===== config.mk =====
export PLATFORM = sky130hd
export DESIGN_NAME = puf_readout_serializer
export DESIGN_NICKNAME = d
export VERILOG_FILES = /design/src/rtl/puf_readout_serializer.sv
export SDC_FILE = /design/constraint.sdc
export NUM_CORES = 1
export LEC_CHECK = 0
export BUFFER_PORTS_ARGS = -buffer_cell sky130_fd_sc_hd__buf_2
export CAP_MARGIN = 20
export CORE_MARGIN = 10
export CORE_UTILIZATION = 59
export DETAILED_ROUTE_END_ITERATION = 16
export HOLD_SLACK_MARGIN = 0.15
export PLACE_DENSITY = 0.86
export SLEW_MARGIN = 10
export SYNTH_ARGS = -nofsm -noshare
export SYNTH_HDL_FRONTEND = slang
export SYNTH_SLANG_ARGS = --single-unit

===== constraint.sdc =====
create_clock -name CLK -period 14.4 [get_ports CLK]
set_clock_uncertainty 0.2 [all_clocks]
set_input_delay 0.72 -clock CLK [delete_from_list [all_inputs] [get_ports CLK]]
set_output_delay 0.72 -clock CLK [all_outputs]
set_load 0.005 [all_outputs]

===== src/rtl/puf_readout_serializer.sv =====
// puf_readout_serializer: captures a registered PUF response on the rising
// edge of DONE and streams it MSB byte first over a byte valid/ready port.
//
// Ports:
//   CLK          system clock, all state on the rising edge
//   RESET        asynchronous reset, active high
//   DONE         controller done level; a rising edge requests a capture
//   PUF_OUT_REG  response word, stable while DONE is high
//   TX_READY     downstream accepts TX_DATA this cycle
//   CLR_OVR      synchronous clear of OVERRUN
//   TX_DATA      byte on offer (zero while idle)
//   TX_VALID     TX_DATA is valid
//   BUSY         high from capture until the final byte is accepted
//   OVERRUN      sticky: a capture request arrived while not idle
//   WORD_CNT     captured word count, wraps 255 -> 0
//
// Parameters:
//   DATA_W       captured word width, multiple of 8, 8..256
//   APPEND_CHK   1: append an XOR-of-data-bytes checksum byte after the data

module puf_readout_serializer #(
    parameter int DATA_W     = 128,
    parameter bit APPEND_CHK = 1'b1
) (
    input  logic              CLK,
    input  logic              RESET,
    input  logic              DONE,
    input  logic [DATA_W-1:0] PUF_OUT_REG,
    input  logic              TX_READY,
    input  logic              CLR_OVR,
    output logic [7:0]        TX_DATA,
    output logic              TX_VALID,
    output logic              BUSY,
    output logic              OVERRUN,
    output logic [7:0]        WORD_CNT
);

    localparam int NBYTES = DATA_W / 8;
    // A one-byte word still needs a 1-bit index to keep the vector legal.
    localparam int IDX_W = (NBYTES > 1) ? $clog2(NBYTES) : 1;
    localparam logic [IDX_W-1:0] LAST_IDX = IDX_W'(NBYTES - 1);

    typedef enum logic [1:0] {
        IDLE,
        SEND,
        CHK
    } state_t;

    state_t            state;
    state_t            state_n;

    logic [DATA_W-1:0] shift_q;
    logic [DATA_W-1:0] shift_n;
    logic [DATA_W-1:0] shifted;
    logic [IDX_W-1:0]  idx_q;
    logic [IDX_W-1:0]  idx_n;
    logic [7:0]        chk_q;
    logic [7:0]        chk_n;
    logic              done_d;

    logic [7:0]        data_n;
    logic              valid_n;
    logic              busy_n;
    logic              ovr_n;
    logic [7:0]        cnt_n;

    logic              rise;
    logic              xfer;
    logic              last;

    assign rise    = DONE & ~done_d;
    assign xfer    = TX_VALID & TX_READY;
    assign last    = (idx_q == LAST_IDX);
    assign shifted = shift_q << 8;

    // State and registered outputs
    always_ff @(posedge CLK or posedge RESET) begin
        if (RESET) begin
            state    <= IDLE;
            shift_q  <= '0;
            idx_q    <= '0;
            chk_q    <= '0;
            done_d   <= 1'b0;
            TX_DATA  <= '0;
            TX_VALID <= 1'b0;
            BUSY     <= 1'b0;
            OVERRUN  <= 1'b0;
            WORD_CNT <= '0;
        end else begin
            state    <= state_n;
            shift_q  <= shift_n;
            idx_q    <= idx_n;
            chk_q    <= chk_n;
            done_d   <= DONE;
            TX_DATA  <= data_n;
            TX_VALID <= valid_n;
            BUSY     <= busy_n;
            OVERRUN  <= ovr_n;
            WORD_CNT <= cnt_n;
        end
    end

    // Next state and next output values
    always_comb begin
        state_n = state;
        shift_n = shift_q;
        idx_n   = idx_q;
        chk_n   = chk_q;
        data_n  = TX_DATA;
        valid_n = TX_VALID;
        busy_n  = BUSY;
        ovr_n   = OVERRUN;
        cnt_n   = WORD_CNT;

        unique case (state)
            IDLE: begin
                if (rise) begin
                    state_n = SEND;
                    shift_n = PUF_OUT_REG;
                    idx_n   = '0;
                    chk_n   = '0;
                    cnt_n   = WORD_CNT + 8'd1;
                    valid_n = 1'b1;
                    busy_n  = 1'b1;
                    data_n  = PUF_OUT_REG[DATA_W-1 -: 8];
                end
            end

            SEND: begin
                if (xfer) begin
                    chk_n   = chk_q ^ TX_DATA;
                    shift_n = shifted;
                    idx_n   = idx_q + 1'b1;
                    if (!last) begin
                        data_n = shifted[DATA_W-1 -: 8];
                    end else if (APPEND_CHK) begin
                        // Checksum must include the byte leaving now.
                        state_n = CHK;
                        data_n  = chk_q ^ TX_DATA;
                    end else begin
                        state_n = IDLE;
                        valid_n = 1'b0;
                        busy_n  = 1'b0;
                        data_n  = '0;
                    end
                end
            end

            CHK: begin
                if (xfer) begin
                    state_n = IDLE;
                    valid_n = 1'b0;
                    busy_n  = 1'b0;
                    data_n  = '0;
                end
            end

            default: begin
                state_n = IDLE;
                valid_n = 1'b0;
                busy_n  = 1'b0;
                data_n  = '0;
            end
        endcase

        // Set after clear so a simultaneous drop keeps the flag high.
        if (CLR_OVR) begin
            ovr_n = 1'b0;
        end
        if (rise && (state != IDLE)) begin
            ovr_n = 1'b1;
        end
    end

endmodule

### Word-level counts from Yosys, hierarchy flattened

Cells that the tools add are included.

| word-level totals | value |
|---|---|
| flip-flop bits (word level) | 153 |
| input port bits | 133 |
| output and inout bits | 19 |
| word-level logic and storage cells | 57 |

| cells by class | value |
|---|---|
| add/sub/neg operators | 2 |
| eq/ne operators | 7 |
| mux-type cells | 24 |
| bitwise operators | 5 |
| reductions and logical operators | 10 |

Operators by type and width:

| cell | count |
|---|---|
| two-way mux 120 bit | 2 |
| one-hot mux 120 bit (2 select lines) | 1 |
| two-way mux 8 bit | 6 |
| one-hot mux 8 bit (3 select lines) | 1 |
| one-hot mux 8 bit (2 select lines) | 1 |
| AND reduction 3 bit | 3 |
| adder 8 x 1 -> 8 bit (second input constant) | 1 |
| two-way mux 2 bit | 4 |
| two-way mux 4 bit | 2 |
| != test 2 bit (second input constant) | 4 |
| one-hot mux 4 bit (2 select lines) | 1 |
| bitwise XOR 8 bit | 1 |
| one-hot mux 2 bit (3 select lines) | 1 |
| nonzero test 2 bit | 3 |
| adder 4 x 1 -> 4 bit (second input constant) | 1 |
| equality test 4 bit (second input constant) | 1 |
| two-way mux 1 bit | 4 |
| AND reduction 4 bit | 1 |
| one-hot mux 1 bit (3 select lines) | 1 |
| bitwise AND 1 bit | 2 |
| equality test 2 x 1 -> 1 bit (second input constant) | 1 |
| equality test 2 bit (second input constant) | 1 |
| logical NOT 2 bit | 1 |
| NOT 1 bit | 2 |
| 2 further kinds | 2 |

### Longest topological paths before layout

Gate-level depths: netlist of run 1.

| logic depth | value |
|---|---|
| depth in word-level cells | 4 |
| depth in mapped cells | 8 |
| depth with buffers taken out | 5 |

### Worst setup path before layout of run 1

Ideal clock, no wire load.

| timing | value |
|---|---|
| kind | input to register |
| start point | input port DONE |
| end point | register WORD_CNT[7] |
| data arrival time | 1.636 ns |
| data required time | 14.077 ns |
| setup slack | 12.441 ns |
| stages on the path | 5 |
| buffers on the path | 1 |
| path through | or4b_1 buf_6 nor2_4 nand4_1 xnor2_1 |

| between the ends | value |
|---|---|
| word-level cells in the longest chain between the ends | 2 |

RTL lines:

| what | RTL line | source |
|---|---|---|
| from (decl) | 27 | `input logic DONE,` |
| bitwise AND 1 bit | 71 | `assign rise = DONE & ~done_d;` |
| AND reduction 2 bit (no source line) | n/a |  |
| to (signal assigned) | 99 | `WORD_CNT <= cnt_n;` |
| to (decl) | 35 | `output logic [7:0] WORD_CNT` |

Every way passes these cells.
A chain may end at the register's enable or synchronous reset.

### Worst setup path after layout of run 1

| timing | value |
|---|---|
| start point | register state[1] |
| end point | register shift_q[108] |

| between the ends | value |
|---|---|
| word-level cells in the longest chain between the ends | 3 |

RTL lines:

| what | RTL line | source |
|---|---|---|
| from (decl) | 49 | `state_t state;` |
| from (signal assigned) | 90 | `state <= state_n;` |
| equality test 2 x 1 -> 1 bit / logical NOT 2 bit (equally long branches) | 115 | `unique case (state)` |
| != test 2 bit (no source line) / nonzero test 2 bit (equally long branches) | n/a |  |
| AND reduction 3 bit (no source line) | n/a |  |
| to (signal assigned) | 91 | `shift_q <= shift_n;` |
| to (decl) | 52 | `logic [DATA_W-1:0] shift_q;` |

Parallel ways exist; a longest one is shown, timed or not.

==> results.cfg, run 1 <==
[clocking]
cts_tree = done
clkLatencyLatePin_ns = 0.43
cts_hold_buf = 0
root_buffer = clkbuf_16
cts-buffers-inserted = 17
ctsResizeCount = 0
clk_pin_slew_ns = 0.06
htree_num_levels = 4
cts_setup_buffers = 0
clockBufferDepth = 2
cts_sinks = 153

[layout]
stdcell_count = 952
finalNetCount = 931
drive_above_1_share_pct = 23.9
n_antenna_cell = 0
design_area_sq_um = 8390
area_delta_synth_final_pct = 19.0

[worst_setup_path]
max_stage_delay_ns = 0.94
cp_max_fo = 65
crit_path_start_kind = flip-flop
cpLargestDelayFamily = buffers and inverters
critPathSlowestCell = buf_4
required_ns = 14.48
path_class = reg -> reg
cp-end-kind = flip-flop
cp_num_buf_inv = 1
crit_chain = nand2b_4 > buf_4 > mux2i_1 > o21ai_0
cp_data_arrival_time_ns = 3.17

[routing]
drc_errors = 0
drt_wl_total_mm = 17.2
viasPerCell = 5.62
drt_iter0_drc = 459
dr.pass1.iters = 5
vias = 5352
ant_nets = 0
wire_per_inst_um = 18.1

[die]
die_w_um = 129
dieArea_sq_um = 16700
die_y_um = 129
start_util_pct = 60.9
core-area_sq_um = 11600
num_io_pins = 152
rows = 39

[timing]
hold_viol = 0
worst_pin_slew_ns = 1.02
rsz0062_at_grt = no
worst_slew_margin_rel_pct = 31.9
period_needed_ns = 3.10
setup_ws_ns = 11.30
finalCritPeriodShare_pct = 21.5
finalSetupViolations = 0
max_freq_mhz = 323
finalSetupTns_ns = 0
slew_violations = 0

[placement]
place_congestion = 0.815
pre_cts_slack_ns = 11.32
place_inst = 919
port_buffers = 151
hpwl_mm = 11.9
placed_cell_area_sq_um = 7750

[logic_synthesis]
synth_top_area_share_pct = 54.3
yosysWarnings = 0
syn-cell-area_sq_um = 7050
yosys_register_bits = 153
avgSynthCellArea_sq_um = 10.5
synthCells = 669
syn_nets = 804
yosysTopAreaCell = dfrtp_1
ys_types = 32
synth_area_leaders = dfrtp_1, mux2i_1, o21ai_0, nand2_1, xnor2_1
ys_seq_area_share_pct = 54.3

[min_path]
hold_class = in -> async

[global_routing]
antenna_found_initial = 1
grt_first_pass_wirelength_mm = 28.0
grt.overflow.total = 0
grt_pass1_vias = 5705
grt_max_degree = 146
grt_usage_pct = 21.2

[power_and_ir_drop]
p_per_area_nw_per_um2 = 199
clkPwrFrac_pct = 27.9
pwr-share-seq_pct = 42.1
switching_share_pct = 34.2
ir_drop_uv = 111
p_switching_mw = 0.572
pwr-share-comb_pct = 30.1
finalPower_mw = 1.67
cellLeakagePower_nw = 3.80
p_int_mw = 1.10

[run]
maxCapViolCount = 0

[status]
status = finished, final reports clean
synthesized netlist by cell type (all sizes together):
library cell	number
dfrtp	153
nand2	133
o21ai	130
mux2i	112
buf	34
nor2	22
clkbuf	15
xnor2	14
a22o	9
a211oi	7
a221o	5
nand4	5
a211o	3
a21oi	3
inv	3
nand2b	3
nor3b	3
xor2	3
and3	2
ha	2
nand3	2
and4b	1
nor4b	1
o22ai	1
o31ai	1
or2	1
or4b	1
worst register-to-register path: cells and delay by family (launching register included):
family                 cells  cell delay [ns]
buffers and inverters      1             0.99
muxes                      1             0.33
and+or+nand+nor            1             0.82
DFF                        1             0.49
AOI/OAI and AO/OA          1             0.12
routing by layer:
layer  routed length (um)  GRT usage (%)  vias up
met5                    0              0        -
met4                  378           9.03        0
met3                 1200           6.69       32
met2                 8710           35.2      149
met1                 6900           24.9     2607
li1                     -              -     2564
per-stage QoR:
step / util [%] / hold slack [ns]
CTS: 72.3 / 0.230
floorplan: - / 0.249
detailed placement: 67.0 / 0.260
global placement: 67.0 / 0.256
finish: 72.5 / 0.191
global route: 72.5 / 0.249
power groups by stage:
| stage | Combinational [mW] | Sequential [mW] | Clock, mW |
|---|---|---|---|
| after detailed placement | 0.497 | 0.706 | 0 |
| after floorplan | 0.410 | 0.671 | 0 |
| after global routing | 0.571 | 0.723 | 0.487 |
| after CTS | 0.505 | 0.701 | 0.471 |
| after global placement | 0.465 | 0.697 | 0 |
| final | 0.503 | 0.703 | 0.466 |
placed cells by master (no fill, tap or decap), types with 9 or more instances in the layout:
cell type,instances
o21ai_0,110
nor2_1,20
nand2_1,133
clkbuf_16,17
dfrtp_1,153
buf_2,151
o21ai_1,20
a22o_1,9
mux2i_1,112
xnor2_1,14
registers in the layout, indices dropped and copies added (netlist names):
signal	cells
state	2
chk_q	8
WORD_CNT	8
OVERRUN	1
idx_q	4
BUSY	1
done_d	1
shift_q	120
TX_DATA	8
final timing paths:
path / from / endpoint / slack, ns / depth (start not counted)
min reg2reg: WORD_CNT[7]$_DFFE_PP0P_ / WORD_CNT[7]$_DFFE_PP0P_ / 0.27 / 1
max in group asynchronous: RESET / shift_q[118]$_DFFE_PP0P_ / 12.34 / 3
min in group CLK: DONE / done_d$_DFF_PP0_ / 0.25 / 1
max reg2reg: state[1]$_DFFE_PP0P_ / shift_q[108]$_DFFE_PP0P_ / 11.30 / 4
min: RESET / shift_q[43]$_DFFE_PP0P_ / 0.19 / 2
max: state[1]$_DFFE_PP0P_ / shift_q[108]$_DFFE_PP0P_ / 11.30 / 4
area by class of cell:
cell class                 count  area [sq um]
clock buffer                  24           502
clock inverter                 8           115
fill                         824          3180
inverter                       3          16.3
multi-input combinational    464          2930
sequential                   153          3830
tap                          143           179
timing repair buffer         157           813
kinds of logic (layout without fill, tap and decap cells):
| logic type | count (synthesis) | count (layout) | share of synthesized area, % |
|---|---|---|---|
| and+or+nand+nor | 174 | 174 | 10.5 |
| AOI/OAI and AO/OA | 159 | 159 | 12.6 |
| DFF | 153 | 153 | 54.3 |
| muxes | 112 | 112 | 15.9 |
| buffers and inverters | 52 | 192 | 4.19 |
| xor gates and xnor gates | 17 | 17 | 2.11 |
| adders and majority gates | 2 | 2 | 0.355 |
Power figures use the tool's default switching activity.
==> inputs of run 2 (changes only) <==
Settings changed: CORE_UTILIZATION 59 to 49, PLACE_DENSITY 0.86 to 0.76.
Clock period 14.4 ns to 2.5 ns, I/O delays scaled along.
==> run 2 against run 1 <==
Critical path depth unchanged. First-iteration DRC count down 13%. Register-to-register slack worse by 11 ns. Largest power group unchanged. Combinational power rose to 6.3 times the previous value. Count of clock-buffer cells in the layout down 1. Critical path type unchanged. Power rose to 5.9 times the previous value.
==> results.cfg, run 2 (same netlist as run 1, synthesis figures left out) <==
[global_routing]
use_met3_pct = 6.56
antenna_found_initial = 6
grt_first_pass_wirelength_mm = 32.8
met2_usage_pct = 34.0
grt_pass1_vias = 6292
grt.overflow.total = 0
grt_max_degree = 192
top_usage_layer = met2
use_met1_pct = 23.8
grt_usage_pct = 20.8

[placement]
pre_cts_slack_ns = 0.420
hpwl_mm = 11.5
port_buffers = 151
place_congestion = 0.772

[routing]
drc_errors = 0
wire_per_inst_um = 18.0
viasPerCell = 5.31
dr.pass1.iters = 5
drt_iter0_drc = 399
drt_wl_total_mm = 20.4
ant_nets = 0
vias = 6020

[status]
status = finished, final reports clean

[timing]
holdWs_ns = 0.206
setup_ws_ns = 0.337
rsz0062_at_grt = no
period_needed_ns = 2.16
finalCritPeriodShare_pct = 86.5
finalSetupViolations = 0
slew_violations = 0
hold_viol = 0
worst_pin_slew_ns = 0.727
max_freq_mhz = 462
finalSetupTns_ns = 0
worst_slew_margin_rel_pct = 51.5

[die]
rows = 43
die_w_um = 140
dieArea_sq_um = 19600
start_util_pct = 50.4
core-area_sq_um = 14000
num_io_pins = 152
die_y_um = 140

[clocking]
clk_pin_slew_ns = 0.06
cts_sinks = 153
clockBufferDepth = 2
clkLatencyLatePin_ns = 0.42
cts_hold_buf = 133
htree_num_levels = 4
root_buffer = clkbuf_16
cts_tree = done
ctsResizeCount = 0
cts-buffers-inserted = 17
cts_setup_buffers = 0

[min_path]
hold_class = in -> reg

[worst_setup_path]
cp_max_fo = 191
path_class = reg -> reg
cp-end-kind = flip-flop
crit_path_start_kind = flip-flop
required_ns = 2.56
cp_data_arrival_time_ns = 2.22

[layout]
final_common_cell = dfrtp_1
fill_cells = 981
final_cell_mix = dfrtp_1, buf_2, nand2_1, dlygate4sd3_1, mux2i_1
regMostFlops = shift_q
drive_above_1_share_pct = 20.7
seq_area_sq_um = 3830
finalNetCount = 1070
area_delta_synth_final_pct = 40.0
multi_input_area_sq_um = 2930
largest_reg_flops = 120

[power_and_ir_drop]
ir_drop_uv = 820
cellLeakagePower_nw = 4.38
p_per_area_nw_per_um2 = 998

[run]
maxCapViolCount = 0
-- run 2: final timing paths --
path	to	cells past startpoint	startpoint	slack (ns)
min in group asynchronous	shift_q[1]$_DFFE_PP0P_	4	RESET	0.72
hold reg to reg	WORD_CNT[7]$_DFFE_PP0P_	1	WORD_CNT[7]$_DFFE_PP0P_	0.27
setup / recovery	shift_q[37]$_DFFE_PP0P_	4	state[0]$_DFFE_PP0P_	0.34
max in group asynchronous	shift_q[100]$_DFFE_PP0P_	5	RESET	0.62
setup reg to reg	shift_q[37]$_DFFE_PP0P_	4	state[0]$_DFFE_PP0P_	0.34
hold / removal	done_d$_DFF_PP0_	2	DONE	0.21
-- run 2: area by class of cell --
type	count	share of cell area, %
inverter	3	0.152
clock buffer	23	4.74
clock inverter	8	1.22
tap	180	2.28
timing repair buffer	296	22.9
sequential	153	38.8
multi-input combinational	464	29.7
antenna	6	0.152
-- run 2: power by group --
part	internal, mW	switching (mW)
Clock	1.61	0.976
Combinational	1.43	1.75
Sequential	3.40	0.664
-- run 2: routing by layer --
metal,up-vias,share of wire [%]
met5,-,0
met4,0,4.0
met3,60,5.9
met2,223,51
met1,2879,39
li1,2858,-
-- run 2: critical path, stage by stage (launching register included) --
cell and delay (ns):
dfrtp_1 0.51, and4b_1 0.31, nor2_4 0.12, buf_12 0.44, o21ai_0 0.26
-- run 2: per-stage QoR --
stage / cell area (sq um) / instances / util, % / power, mW
2_1_floorplan: 7050 / 669 / - / 6.23
3_3_place_gp: 7930 / 963 / 56.7 / 6.89
3_5_place_dp: 7930 / 963 / 56.7 / 7.02
4_1_cts: 9850 / 1127 / 70.4 / 9.77
5_1_grt: 9870 / 1133 / 70.5 / 10.5
6_report: 9870 / 1133 / 70.5 / 9.84
